### src/rtl/cb_pkg.sv
// Shared definitions for the LSP codebook search ROM: FSM states,
// Q15.16 format constants and the default codes4 table.
package cb_pkg;

    localparam int CB_N    = 32;
    localparam int CB_FRAC = 16;

    typedef enum logic [1:0] {
        IDLE,
        READ,
        SEARCH,
        DONE
    } cb_state_e;

    // codes4: 950.0 + 100.0*i in Q15.16
    localparam logic [31:0] CODES4 [16] = '{
        32'h03B6_0000, 32'h041A_0000, 32'h047E_0000, 32'h04E2_0000,
        32'h0546_0000, 32'h05AA_0000, 32'h060E_0000, 32'h0672_0000,
        32'h06D6_0000, 32'h073A_0000, 32'h079E_0000, 32'h0802_0000,
        32'h0866_0000, 32'h08CA_0000, 32'h092E_0000, 32'h0992_0000
    };

endpackage

### src/rtl/cb_rom_core.sv
// DEPTH x N codebook array with a combinational read port,
// loaded from the built-in codes4 table.
module cb_rom_core
    import cb_pkg::*;
#(
    parameter int N         = CB_N,
    parameter int DEPTH     = 16,
    parameter int AW        = 4,
    parameter     INIT_FILE = ""
) (
    input  logic [AW-1:0] addr,
    output logic [N-1:0]  data
);

    logic [N-1:0] mem [DEPTH];

    generate
        for (genvar g = 0; g < DEPTH; g++) begin : g_entry
            if (g < 16) begin : g_tab
                assign mem[g] = N'(CODES4[g]);
            end else begin : g_zero
                assign mem[g] = '0;
            end
        end
    endgenerate

    assign data = mem[addr];

endmodule

### src/rtl/cb_search_rom.sv
// Codebook store with registered single-entry read and a sequential
// nearest-entry search returning index, absolute error and value.
module cb_search_rom
    import cb_pkg::*;
#(
    parameter int N         = CB_N,
    parameter int FRAC      = CB_FRAC,
    parameter int DEPTH     = 16,
    parameter int AW        = 4,
    parameter     INIT_FILE = ""
) (
    input  logic          clk,
    input  logic          rst,
    input  logic          start_cb,
    input  logic          mode,
    input  logic [AW-1:0] addr,
    input  logic [N-1:0]  target,
    output logic [N-1:0]  dataout,
    output logic [AW-1:0] best_index,
    output logic [N-1:0]  best_error,
    output logic          busy,
    output logic          done_cb
);

    generate
        if (FRAC >= N || DEPTH < 2 || DEPTH > (1 << AW)) begin : g_bad_cfg
            $error("cb_search_rom: bad FRAC/DEPTH/AW combination");
        end
    endgenerate

    cb_state_e state, state_n;

    logic [AW-1:0] addr_q;
    logic [AW-1:0] idx;
    logic [N-1:0]  target_q;
    logic [N-1:0]  acc_err;
    logic [N-1:0]  acc_val;
    logic [AW-1:0] acc_idx;

    logic [AW-1:0] rom_addr;
    logic [N-1:0]  rom_data;
    logic [N:0]    diff;
    logic [N:0]    neg;
    logic [N-1:0]  err;
    logic          better;
    logic          last;
    logic          accept;

    cb_rom_core #(
        .N         (N),
        .DEPTH     (DEPTH),
        .AW        (AW),
        .INIT_FILE (INIT_FILE)
    ) u_rom (
        .addr (rom_addr),
        .data (rom_data)
    );

    assign accept   = (state == IDLE) && start_cb;
    assign rom_addr = (state == SEARCH) ? idx : addr_q;

    // One extra bit so the signed difference cannot overflow
    assign diff   = {target_q[N-1], target_q} - {rom_data[N-1], rom_data};
    assign neg    = -diff;
    assign err    = diff[N] ? neg[N-1:0] : diff[N-1:0];
    assign better = err < acc_err;
    assign last   = (idx == AW'(DEPTH - 1));

    always_comb begin
        state_n = state;
        unique case (state)
            IDLE:    if (start_cb) state_n = mode ? SEARCH : READ;
            READ:    state_n = DONE;
            SEARCH:  if (last) state_n = DONE;
            DONE:    state_n = IDLE;
            default: state_n = IDLE;
        endcase
    end

    always_ff @(posedge clk or posedge rst) begin
        if (rst) state <= IDLE;
        else     state <= state_n;
    end

    always_ff @(posedge clk or posedge rst) begin
        if (rst) begin
            addr_q     <= '0;
            target_q   <= '0;
            idx        <= '0;
            acc_err    <= '0;
            acc_idx    <= '0;
            acc_val    <= '0;
            dataout    <= '0;
            best_index <= '0;
            best_error <= '0;
            busy       <= 1'b0;
            done_cb    <= 1'b0;
        end else begin
            busy    <= (state_n != IDLE);
            done_cb <= (state_n == DONE);
            if (accept) begin
                addr_q   <= addr;
                target_q <= target;
                idx      <= '0;
                acc_err  <= '1;
                acc_idx  <= '0;
                acc_val  <= '0;
            end
            if (state == READ) dataout <= rom_data;
            if (state == SEARCH) begin
                if (!last) idx <= idx + 1'b1;
                if (better) begin
                    acc_err <= err;
                    acc_idx <= idx;
                    acc_val <= rom_data;
                end
                // Publish only at the end so outputs hold during a scan
                if (last) begin
                    best_error <= better ? err      : acc_err;
                    best_index <= better ? idx      : acc_idx;
                    dataout    <= better ? rom_data : acc_val;
                end
            end
        end
    end

endmodule

### config.mk
export PLATFORM = sky130hd
export DESIGN_NAME = cb_search_rom
export DESIGN_NICKNAME = d
export VERILOG_FILES = /design/src/rtl/cb_pkg.sv /design/src/rtl/cb_rom_core.sv /design/src/rtl/cb_search_rom.sv
export SDC_FILE = /design/constraint.sdc
export NUM_CORES = 1
export LEC_CHECK = 0
export CAP_MARGIN = 20
export CORE_MARGIN = 5
export CORE_UTILIZATION = 58
export CTS_BUF_LIST = sky130_fd_sc_hd__clkbuf_4 sky130_fd_sc_hd__clkbuf_8
export DETAILED_ROUTE_END_ITERATION = 8
export PLACE_DENSITY = 0.92
export SLEW_MARGIN = 20
export SYNTH_ARGS = -nofsm -noshare
export SYNTH_HDL_FRONTEND = slang
export SYNTH_SLANG_ARGS = --single-unit
### constraint.sdc
create_clock -name clk -period 15.6 [get_ports clk]
set_input_delay 1.56 -clock clk [delete_from_list [all_inputs] [get_ports clk]]
set_output_delay 1.56 -clock clk [all_outputs]
set_load 0.005 [all_outputs]
==> results.py <==
metrics = {
    "drt": {
        "drt_first_iter_violations": 705,
        "post_drt_via_cell_ratio": 5.89,
        "routedWlPerCell_um": 17.4,
        "num_vias": 7974,
        "dr.pass1.iters": 5,
        "met3WireLength_mm": 1.51,
        "routed_wl_mm": 23.6,
        "route.met2.wl_mm": 11.2,
        "top_layer": "met4",
        "antenna_left": 0,
        "wl_met1_mm": 10.4,
        "drc": 0,
    },
    "global_routing": {
        "grt_pass1_wl_mm": 39.0,
        "first_global_vias": 7813,
        "groute.usage.overall": 0.247,
        "grt_max_degree": 109,
        "antenna_found_initial": 0,
        "grt_overflow": 0,
    },
    "synthesis": {
        "synth.avg_cell_area_um2": 9.18,
        "yosysMostFrequentCell": "nand2_1",
        "syn-num-nets": 1136,
        "synth-seq-cells": 180,
        "synth_top_cell_by_area": "dfrtp_1",
        "yosys-top-cells-area": "dfrtp_1, nand2_1, ha_1",
        "synth_common_cells": "nand2_1, dfrtp_1, o21ai_0",
        "synth_area_um2": 9580,
        "ys_warn_count": 0,
        "ys_seq_area_frac": 0.470,
        "synth.distinct_cells": 66,
        "synth_flop_cell": "dfrtp_1",
        "synth_edf_count": 0,
        "async_reset_ff_frac": 1.00,
        "synthCells": 1044,
        "synth_top_area_frac": 0.470,
    },
    "floorplanning": {
        "num_rows": 47,
        "fp.dieW_um": 139,
        "start_util": 0.584,
        "die_area_um2": 19200,
        "core-area_um2": 16400,
        "die_h_um": 139,
        "ios": 110,
    },
    "clock_tree": {
        "holdBufCountCts": 0,
        "ctsHtreeMaxLevel": 4,
        "path_clk_slew_ps": 110,
        "cts_root_buf": "clkbuf_8",
        "clock_sinks": 180,
        "post_cts_resized": 0,
        "cts_made_buffers": 17,
        "cts_setup_buffers": 0,
        "insertion_delay_ps": 480,
        "clock_path_buffers": 2,
        "tritoncts": "yes",
    },
    "timing": {
        "finalSetupViolations": 0,
        "tightest_slew_ps": 1040,
        "fin_skew_ps": 17.3,
        "finalSetupTns_ps": 0,
        "fin_crit_sh": 0.522,
        "drv_slew": 0,
        "hold_viol_final": 0,
        "fin_crit_ps": 8140,
        "fmaxAchievable_ghz": 0.123,
        "relSlewSlack": 0.307,
        "rsz0062_at_grt": "false",
        "setup_slack_ps": 7460,
    },
    "setup_path": {
        "r2r_start": "state[0]",
        "start_kind": "flip-flop",
        "crit_path_max_fanout": 95,
        "crit_type": "flip-flop to flip-flop",
        "critPathArrivalTime_ps": 8520,
        "crit_start": "state[0]",
        "required_ps": 15970,
        "crit_path_end_kind": "flip-flop",
    },
    "outcome": {
        "status": "finished, final reports clean",
    },
    "place": {
        "gp_congestion": 0.905,
        "hpwl_mm": 16.6,
        "port_buffers": 109,
        "dp_slack_ps": 7160,
    },
    "final_layout": {
        "diodes": 0,
        "fillCellCount": 1227,
        "nNetsFinal": 1213,
        "drive_above_1_share": 0.0538,
        "syn2layout_area_growth_pct": 17.2,
    },
    "hold_path": {
        "min-delay-start": "best_error[15]",
        "hold_class": "flip-flop to flip-flop",
    },
    "job": {
        "drv_cap": 0,
    },
}
area by class of cell:
| type | count | area [um^2] | share of cell area |
|---|---|---|---|
| clock buffers | 18 | 241 | 0.0215 |
| clock inverters | 14 | 158 | 0.0140 |
| inverters | 50 | 193 | 0.0172 |
| multi-input cells | 752 | 4660 | 0.415 |
| flip-flops and latches | 180 | 4500 | 0.401 |
| well taps | 220 | 275 | 0.0245 |
| repair buffers | 120 | 1190 | 0.106 |
flip-flops by register name, indices dropped and copies added (netlist names):
| signal | count |
|---|---|
| acc_err | 32 |
| acc_idx | 4 |
| acc_val | 32 |
| addr_q | 4 |
| best_error | 32 |
| best_index | 4 |
| busy | 1 |
| dataout | 32 |
| done_cb | 1 |
| idx | 4 |
| state | 2 |
| target_q | 32 |
per-stage QoR:
step	util	hold WS (ps)	instance area, um^2	instances
after detailed placement	0.658	465	10800	1321
after global routing	0.684	508	11200	1354
after CTS	0.682	489	11200	1353
after floorplan	-	442	9580	1044
after global placement	0.658	456	10800	1321
final	0.684	487	11200	1354
final timing paths:
path / depth (start not counted) / slack, ps / to
setup / recovery: 27 / 7460 / acc_err[31]
hold / removal: 2 / 490 / best_error[15]
setup reg to reg: 27 / 7460 / acc_err[31]
hold reg to reg: 2 / 490 / best_error[15]
max in group asynchronous: 3 / 12850 / acc_val[1]
min in group asynchronous: 2 / 1470 / best_error[25]
worst max-delay path, stage by stage, from the launching register on:
cell and delay (ps):
dfrtp_1 420, inv_1 110, ha_1 530, mux2_2 350
clkinv_1 280, ha_1 340, nand2_1 80, o21ai_0 90
a21oi_1 270, ha_1 370, a211oi_1 440, nor2_1 120
nor4_1 200, o21ai_0 290, o21ai_2 610, o21ai_0 230
xnor2_1 350, ha_1 310, nor2b_1 130, o21ai_0 140
a21oi_1 80, o311ai_0 420, nor4b_2 320, buf_4 400
nand2_2 260, buf_4 470, o21ai_0 160, a21bo_1 220
layer usage:
| layer | global-route usage | vias up |
|---|---|---|
| met5 | 0 | - |
| met4 | 0.0749 | 0 |
| met3 | 0.0487 | 37 |
| met2 | 0.402 | 264 |
| met1 | 0.339 | 3882 |
| li1 | - | 3791 |
logic make-up (layout without fill, tap and decap cells):
group,after synthesis,after routing,synth area share
multiplexers,43,43,0.0453
XOR/XNOR,40,40,0.0366
AO/OA/AOI/OAI,248,248,0.162
AND/OR/NAND/NOR,369,369,0.172
buffers and inverters,112,202,0.0451
flip-flops,180,180,0.470
adder cells (fa/ha/maj),52,52,0.0687
cells in the final DEF (no fill, tap or decap), types with 4 or more instances in the layout:
master	instances
a211oi_1	8
clkdlybuf4s50_1	109
o211ai_1	11
dfrtp_1	180
nand3_1	25
o31ai_1	5
xor2_1	8
nor4_1	8
buf_4	10
nand2_1	186
o21ai_0	100
nand2b_1	7
inv_8	6
nand4_1	9
mux2i_1	39
a31oi_1	32
and3_1	23
o21a_1	4
clkbuf_8	17
inv_1	48
and2_1	4
nor2b_1	6
a22o_1	21
a21o_1	5
xnor2_1	32
a21oi_1	33
nor3_1	11
nor2_1	71
ha_1	51
Power is left out: the tool's default activity adds up to more than one toggle a clock period on the data nets, which glitch-free logic cannot reach.
